==> src/rtl/uart_tx_arbiter.sv <==
// Two-requester byte arbiter in front of a UART transmitter, with message
// locking, lock-idle release and a start-timeout fault.
module uart_tx_arbiter #(
  parameter logic [15:0] LOCK_TIMEOUT  = 16'd65535,
  parameter int unsigned START_TIMEOUT = 4
) (
  input  logic       clk,
  input  logic       rst,
  input  logic       req0_valid,
  input  logic [7:0] req0_byte,
  input  logic       req0_last,
  output logic       req0_ready,
  input  logic       req1_valid,
  input  logic [7:0] req1_byte,
  input  logic       req1_last,
  output logic       req1_ready,
  output logic       uart_transmit,
  output logic [7:0] uart_tx_byte,
  input  logic       uart_is_transmitting,
  output logic       owner,
  output logic       locked,
  output logic       lock_timeout,
  output logic       tx_fault
);

  // state      | meaning
  // IDLE       | arbitrating; grants only while the UART is not busy
  // ISSUE      | one-cycle transmit pulse for the latched byte
  // WAIT_START | waiting for UART busy to rise, bounded by START_TIMEOUT
  // WAIT_DONE  | waiting for UART busy to fall
  typedef enum logic [1:0] {IDLE, ISSUE, WAIT_START, WAIT_DONE} state_t;

  localparam int          SCW       = (START_TIMEOUT > 1) ? $clog2(START_TIMEOUT) : 1;
  localparam logic [SCW-1:0] START_LAST = SCW'(START_TIMEOUT - 1);
  localparam logic [15:0] LOCK_LAST = LOCK_TIMEOUT - 16'd1;

  state_t           state_q, state_d;
  logic [7:0]       tx_byte_q;
  logic             owner_q, locked_q;
  logic [15:0]      lock_cnt_q;
  logic [SCW-1:0]   start_cnt_q;

  logic own_valid, elig0, elig1, grant, can_grant, accept;
  logic lock_idle, lock_expire, start_expire;

  always_comb begin
    state_d      = state_q;
    own_valid    = owner_q ? req1_valid : req0_valid;
    elig0        = req0_valid && (!locked_q || !owner_q);
    elig1        = req1_valid && (!locked_q || owner_q);
    can_grant    = !rst && (state_q == IDLE) && !uart_is_transmitting;
    // on a tie the requester that did not hold the last grant wins
    grant        = (elig0 && elig1) ? !owner_q : elig1;
    req0_ready   = can_grant && elig0 && !grant;
    req1_ready   = can_grant && elig1 && grant;
    accept       = req0_ready || req1_ready;
    lock_idle    = !rst && (state_q == IDLE) && locked_q && !own_valid;
    lock_expire  = lock_idle && (lock_cnt_q == LOCK_LAST);
    start_expire = !rst && (state_q == WAIT_START) && !uart_is_transmitting &&
                   (start_cnt_q == START_LAST);
    case (state_q)
      IDLE:       if (accept) state_d = ISSUE;
      ISSUE:      state_d = WAIT_START;
      WAIT_START: begin
        if (uart_is_transmitting) state_d = WAIT_DONE;
        else if (start_expire)    state_d = IDLE;
      end
      WAIT_DONE:  if (!uart_is_transmitting) state_d = IDLE;
      default:    state_d = IDLE;
    endcase
  end

  always_ff @(posedge clk) begin
    if (rst) begin
      state_q     <= IDLE;
      tx_byte_q   <= 8'h00;
      owner_q     <= 1'b1;
      locked_q    <= 1'b0;
      lock_cnt_q  <= 16'd0;
      start_cnt_q <= '0;
    end else begin
      state_q <= state_d;
      if (accept) begin
        tx_byte_q  <= req1_ready ? req1_byte : req0_byte;
        owner_q    <= req1_ready;
        locked_q   <= req1_ready ? !req1_last : !req0_last;
        lock_cnt_q <= 16'd0;
      end else if (lock_expire) begin
        locked_q   <= 1'b0;
        lock_cnt_q <= 16'd0;
      end else if (lock_idle && (lock_cnt_q != 16'hFFFF)) begin
        lock_cnt_q <= lock_cnt_q + 16'd1;
      end
      if (start_expire) locked_q <= 1'b0;
      if (state_q == ISSUE)           start_cnt_q <= '0;
      else if (state_q == WAIT_START) start_cnt_q <= start_cnt_q + SCW'(1);
    end
  end

  assign uart_transmit = !rst && (state_q == ISSUE);
  assign uart_tx_byte  = tx_byte_q;
  assign owner         = owner_q;
  assign locked        = locked_q;
  assign lock_timeout  = lock_expire;
  assign tx_fault      = start_expire;

endmodule

==> config.mk <==
export PLATFORM = sky130hd
export DESIGN_NAME = uart_tx_arbiter
export DESIGN_NICKNAME = d
export VERILOG_FILES = /design/src/rtl/uart_tx_arbiter.sv
export SDC_FILE = /design/constraint.sdc
export NUM_CORES = 1
export LEC_CHECK = 0
export ABC_AREA = 0
export CAP_MARGIN = 5
export CORE_MARGIN = 5
export CORE_UTILIZATION = 35
export DETAILED_ROUTE_END_ITERATION = 16
export SLEW_MARGIN = 25
export SYNTH_ARGS = -nofsm -noshare
export SYNTH_HDL_FRONTEND = slang
export SYNTH_SLANG_ARGS = --single-unit
==> constraint.sdc <==
create_clock -name clk -period 2.1 [get_ports clk]
set_clock_uncertainty 0.2 [all_clocks]
set_input_delay 0.42 -clock clk [delete_from_list [all_inputs] [get_ports clk]]
set_output_delay 0.42 -clock clk [all_outputs]
set_load 0.05 [all_outputs]
Word level (Yosys, flattened, before mapping)
Index checks and enable logic that the tools add are counted.
{"block": "word_totals", "output_inout_bits": 15, "latchBits": 0, "ramBits": 0, "memories": 0, "regBits": 30, "mem_bits_ro": 0, "in_bits": 23}
{"block": "op_classes", "n_shift": 0, "bitwise_logic": 0, "muxes": 11, "addsub": 2, "eq_ne": 9, "magnitude_cmp": 0, "div_mod_pow": 0, "mul": 0, "n_reduce_logical": 34}
{"op": "logical AND 1 bit", "count": 17}
{"op": "adder 16 x 1 -> 16 bit (second input constant)", "count": 1}
{"op": "== test 16 bit (second input constant)", "count": 1}
{"op": "inequality test 16 bit (second input constant)", "count": 1}
{"op": "logical NOT 1 bit", "count": 8}
{"op": "two-way mux 2 bit", "count": 4}
{"op": "two-way mux 8 bit", "count": 1}
{"op": "one-hot mux 2 bit (4 select lines)", "count": 1}
{"op": "== test 2 bit (second input constant)", "count": 3}
{"op": "two-way mux 1 bit", "count": 5}
{"op": "inequality test 2 bit (second input constant)", "count": 2}
{"op": "OR reduction 2 bit", "count": 2}
{"op": "logical OR 1 bit", "count": 3}
{"op": "inequality test 3 bit (second input constant)", "count": 1}
{"op": "AND reduction 3 bit", "count": 1}
{"op": "OR reduction 3 bit", "count": 1}
{"op": "adder 2 x 1 -> 2 bit (second input constant)", "count": 1}
{"op": "== test 2 x 1 -> 1 bit (second input constant)", "count": 1}
{"op": "logical NOT 2 bit", "count": 1}
{"op": "nonzero test 2 bit", "count": 1}

Depth between registers and ports, before layout
Gate-level depths: netlist (run 1).
{"block": "depth", "ltp_word": 10, "ltp_mapped": 7}

Worst setup path after synthesis (run 1)
Ideal clock, no wire load.
{"block": "synth_path", "path_kind": "reg2out", "from": "reg owner_q (netlist: owner)", "to": "out lock_timeout", "required_ps": 1480, "path_buffers": 1, "setup_slack_ps": -506, "path_stages_with_launch": 5, "t_arrival_ps": 1986, "path_cell_list": "dfxtp_1 > buf_6 > mux2_2 > nor2_1 > and4_1"}
{"block": "synth_via", "elab_chain_len": 4}
{"element": "from (decl)", "line_no": "39", "text": "logic owner_q, locked_q;"}
{"element": "from (signal assigned)", "line_no": "85", "text": "owner_q <= req1_ready;"}
{"element": "two-way mux 1 bit", "line_no": "48", "text": "own_valid = owner_q ? req1_valid : req0_valid;"}
{"element": "logical NOT 1 bit", "line_no": "57", "text": "lock_idle = !rst && (state_q == IDLE) && locked_q && !own_valid;"}
{"element": "logical AND 1 bit", "line_no": "57"}
{"element": "logical AND 1 bit", "line_no": "58", "text": "lock_expire = lock_idle && (lock_cnt_q == LOCK_LAST);"}
{"element": "to (decl)", "line_no": "22", "text": "output logic lock_timeout,"}
No other way between the ends.

Final worst setup path (run 1)
{"block": "layout_path", "from": "reg state_q[1]", "to": "out lock_timeout"}
{"block": "layout_via", "elab_chain_len": 5}
{"element": "from (decl)", "line_no": "37", "text": "state_t state_q, state_d;"}
{"element": "from (signal assigned)", "line_no": "82", "text": "state_q <= state_d;"}
{"element": "logical NOT 2 bit", "line_no": "57"}
{"element": "logical AND 1 bit (3 in series)", "line_no": "57"}
{"element": "logical AND 1 bit", "line_no": "58"}
No other way between the ends.

==> results of run 1 <==
-- synthesized netlist by cell type (2+ instances only) --
cell type / n
sky130_fd_sc_hd__ha_1: 3
sky130_fd_sc_hd__o31ai_1: 10
sky130_fd_sc_hd__o2111ai_1: 2
sky130_fd_sc_hd__mux2i_1: 9
sky130_fd_sc_hd__nor2_1: 17
sky130_fd_sc_hd__nand4_1: 4
sky130_fd_sc_hd__nor3_1: 5
sky130_fd_sc_hd__nor4_1: 3
sky130_fd_sc_hd__or3_1: 5
sky130_fd_sc_hd__buf_6: 3
sky130_fd_sc_hd__or4_1: 10
sky130_fd_sc_hd__and4_1: 2
sky130_fd_sc_hd__and2_1: 2
sky130_fd_sc_hd__nor3b_1: 2
sky130_fd_sc_hd__clkbuf_1: 2
sky130_fd_sc_hd__inv_1: 7
sky130_fd_sc_hd__nand2_1: 9
sky130_fd_sc_hd__dfxtp_1: 30
sky130_fd_sc_hd__nand3_1: 7
sky130_fd_sc_hd__a21oi_1: 18
sky130_fd_sc_hd__buf_2: 4
sky130_fd_sc_hd__o21ai_0: 2
sky130_fd_sc_hd__a211oi_1: 10
sky130_fd_sc_hd__a31oi_1: 3
-- worst max-delay path by stage --
stage | startpoint | to | slack, ps | cells after the start
detailed placement | rst | lock_cnt_q[14]$_SDFFE_PP0P_ | -480 | 7
finish | state_q[1]$_SDFFE_PP0P_ | lock_timeout | -170 | 4
global placement | rst | lock_timeout | -480 | 5
floorplan | rst | lock_timeout | -280 | 4
global route | lock_cnt_q[13]$_SDFFE_PP0P_ | lock_timeout | -220 | 4
CTS | state_q[1]$_SDFFE_PP0P_ | lock_timeout | -200 | 4
-- repair_timing --
action | 4_1_cts | 5_1_grt
cloned | 0 | 1
setup endpoints to repair | 30 | 26
pin swaps | 13 | 29
hold buffers | 0 | 0
resized for setup | 26 | 57
buffers inserted | 5 | 8
-- metrics by stage --
| step | setup TNS [ps] | power (mW) | setup slack [ps] | std cells | instance area, um^2 |
|---|---|---|---|---|---|
| 5_1_grt | -2240 | 1.61 | -224 | 347 | 2980 |
| 4_1_cts | -462 | 1.52 | -196 | 338 | 2650 |
| 3_5_place_dp | -12330 | 0.927 | -476 | 325 | 2440 |
| 3_3_place_gp | -11780 | 0.924 | -481 | 325 | 2440 |
| 2_1_floorplan | -279 | 0.798 | -279 | 194 | 1760 |
| 6_report | -600 | 1.55 | -166 | 347 | 2980 |
-- flip-flops by register name, indices dropped and copies added, names as in the netlist --
| register | cells |
|---|---|
| uart_tx_byte | 8 |
| owner | 1 |
| lock_cnt_q | 16 |
| state_q | 2 |
| start_cnt_q | 2 |
| locked | 1 |
-- cell families (layout without fill, tap and decap cells) --
family	count (synthesis)	after routing	synth area share [%]
fa+ha+maj	3	3	2.15
compound gates	52	52	20.5
simple gates	78	78	28.1
mux	11	11	7.11
xor+xnor	1	1	0.503
flops	30	30	34.5
buf+inv	19	105	7.11
-- report_power, final --
part           total [mW]  internal, mW  switching, mW
sequential          0.608         0.590         0.0176
clock               0.579         0.349          0.230
combinational       0.362         0.174          0.188
-- final cells by class --
| cell class | instances | area, um^2 |
|---|---|---|
| inverters | 7 | 30.0 |
| multi-input cells | 145 | 1280 |
| clock inverters | 3 | 40.0 |
| repair buffers | 90 | 865 |
| clock buffers | 5 | 68.8 |
| well taps | 67 | 83.8 |
| flip-flops and latches | 30 | 612 |
| fillers | 409 | 1810 |
-- critical path: cells and delay by family (launching register included) --
kind	cells	cell delay, ps
buffers and inverters	1	140
DFF	1	350
and+or+nand+nor	3	880
-- routing by layer --
layer	vias up	track usage [%]	wire, um
met4	0	5.07	81
li1	917	-	-
met1	891	18.8	2280
met5	-	0	0
met2	30	27.0	2620
met3	6	3.92	197
==> impl_metrics.toml, run 1 <==
[critical_path]
timing.reg2reg.setup_slack_ps = -40
crit_chain = "or4b_4 > nor2_4 > and4_4 > buf_12"
cpMaxStageDelayCell = "sky130_fd_sc_hd__or4b_4"
cp_data_arrival_time_ps = 1650
timing.critical_path.to_type = "output pin"
cell_count_of_the_worst_reg_to_reg_path = 10
timing.rr.end = "uart_tx_byte[4]$_SDFFE_PP0P_"
critPathKind = "reg2out"
path_max_fanout = 2
cp_data_required_time_ps = 1480
reg2reg_from = "state_q[1]$_SDFFE_PP0P_"
critPathMaxStageDelay_ps = 530
crit_path_start_kind = "register"

[cts]
clk_pin_slew_worst_paths_ps = 70
clk-insertion-delay-late_ps = 280
cts_root_buf = "sky130_fd_sc_hd__clkbuf_8"
clock_sinks = 30
ctsHtreeMaxLevel = 2
tritoncts = "done"
clk_path_buf_depth = 2
cts_buffers = 5

[synth]
synth.avg_cell_area_um2 = 8.98
ys_warn_count = 0
ys_async_sr_fraction_pct = 0
synth.top_cell.area_share_pct = 34.5
synth_largest_area_cell = "sky130_fd_sc_hd__dfxtp_1"
mappedNetlistNets = 220
synthesis.area_um2 = 1740
synth_edf_count = 0
syn-instance-count = 194
netlist_top_cells_area = "sky130_fd_sc_hd__dfxtp_1, sky130_fd_sc_hd__a21oi_1, sky130_fd_sc_hd__mux2i_1, sky130_fd_sc_hd__a211oi_1, sky130_fd_sc_hd__o31ai_1"
flop_and_latch_count_out_of_synthesis = 30
synth-main-ff-cell = "sky130_fd_sc_hd__dfxtp_1"
sequential_element_share_of_the_synthesized_area_pct = 34.5
synth_cell_type_count = 49

[power_and_ir_drop]
worst_ir_drop_vdd_uv = 409
p_leak_nw = 1.13
power.density_nw_per_um2 = 520

[timing]
hold_ws_ps = 273
finalMaxSlewViolations = 0
hold_viol = 0
layout_min_cycle_time_ps = 2270
timing_worst_slew_pin_value_ps = 487
setup_violations = 18
max-slew-margin-rel_pct = 67.4
rsz0062_at_grt = "true"
fin_ws_ps = -166
fmax_ghz = 0.441
period_share_pct = 108

[hold_path]
hold_end = "owner$_SDFFE_PP1P_"
worst_hold_startpoint = "rst"
hold_critical_path_depth = 3
hp-class = "in2reg"

[routing]
drtIter0Drc = 120
detail_route.wl_per_cell_um = 14.9
postRouteWirelength_um = 5180
detail_route.first_pass.iterations = 4
vias = 1844
post-route-drc-count = 0
route.antenna.remaining_nets = 0
avgViaCountPerCell = 5.31

[final_layout]
diodes = 0
layout_common_cells = "sky130_fd_sc_hd__buf_4, sky130_fd_sc_hd__dfxtp_1, sky130_fd_sc_hd__clkdlybuf4s50_1"
layout_commonest_cell = "sky130_fd_sc_hd__buf_4"
finish.net_count = 305
final_layout_size_suffix_gt1_share_pct = 46.4
areaGrowthSynthToFinish_pct = 70.8
finish.utilization_pct = 62.2

[grt]
track_usage_pct = 15.6
global_route.overflow_total = 0
grt_first_pass_wirelength_um = 7950
grt_pass1_vias = 1776
antenna_found_initial = 0
pin_count_of_the_biggest_net_entering_global_routing = 19

[floorplan]
width_of_the_die_um = 80.6
die_h_um = 80.6
die_area_um2 = 6490
num_rows = 25
ios = 38
initial_utilization_pct = 36.4
floorplan.core_area_um2 = 4790

[placed_design]
port_buffers = 37
hpwlAfterDp_um = 3310
globalplace.congestion = 0.772

[outcome]
violations_in_the_final_reports = "negative setup slack"
outcome = "finished with violations"

[flow_run]
max_cap_violations = 0
Note: power is estimated with default switching activity, not from simulation.
==> run 2: changes to the inputs <==
--- a/config.mk
+++ b/config.mk
@@ -9,6 +9,7 @@
 export CAP_MARGIN = 5
 export CORE_MARGIN = 5
 export CORE_UTILIZATION = 35
+export CTS_CLUSTER_SIZE = 28
 export DETAILED_ROUTE_END_ITERATION = 16
 export SLEW_MARGIN = 25
 export SYNTH_ARGS = -nofsm -noshare
==> results of run 2 <==
Final layout, timing and power as in run 1 (identical DEF).
==> run 3: changes to the inputs <==
--- a/config.mk
+++ b/config.mk
@@ -11,6 +11,7 @@
 export CORE_UTILIZATION = 35
 export CTS_CLUSTER_SIZE = 28
 export DETAILED_ROUTE_END_ITERATION = 16
+export GPL_ROUTABILITY_DRIVEN = 0
 export SLEW_MARGIN = 25
 export SYNTH_ARGS = -nofsm -noshare
 export SYNTH_HDL_FRONTEND = slang
==> results of run 3 <==
Final layout, timing and power as in run 1 (identical DEF).
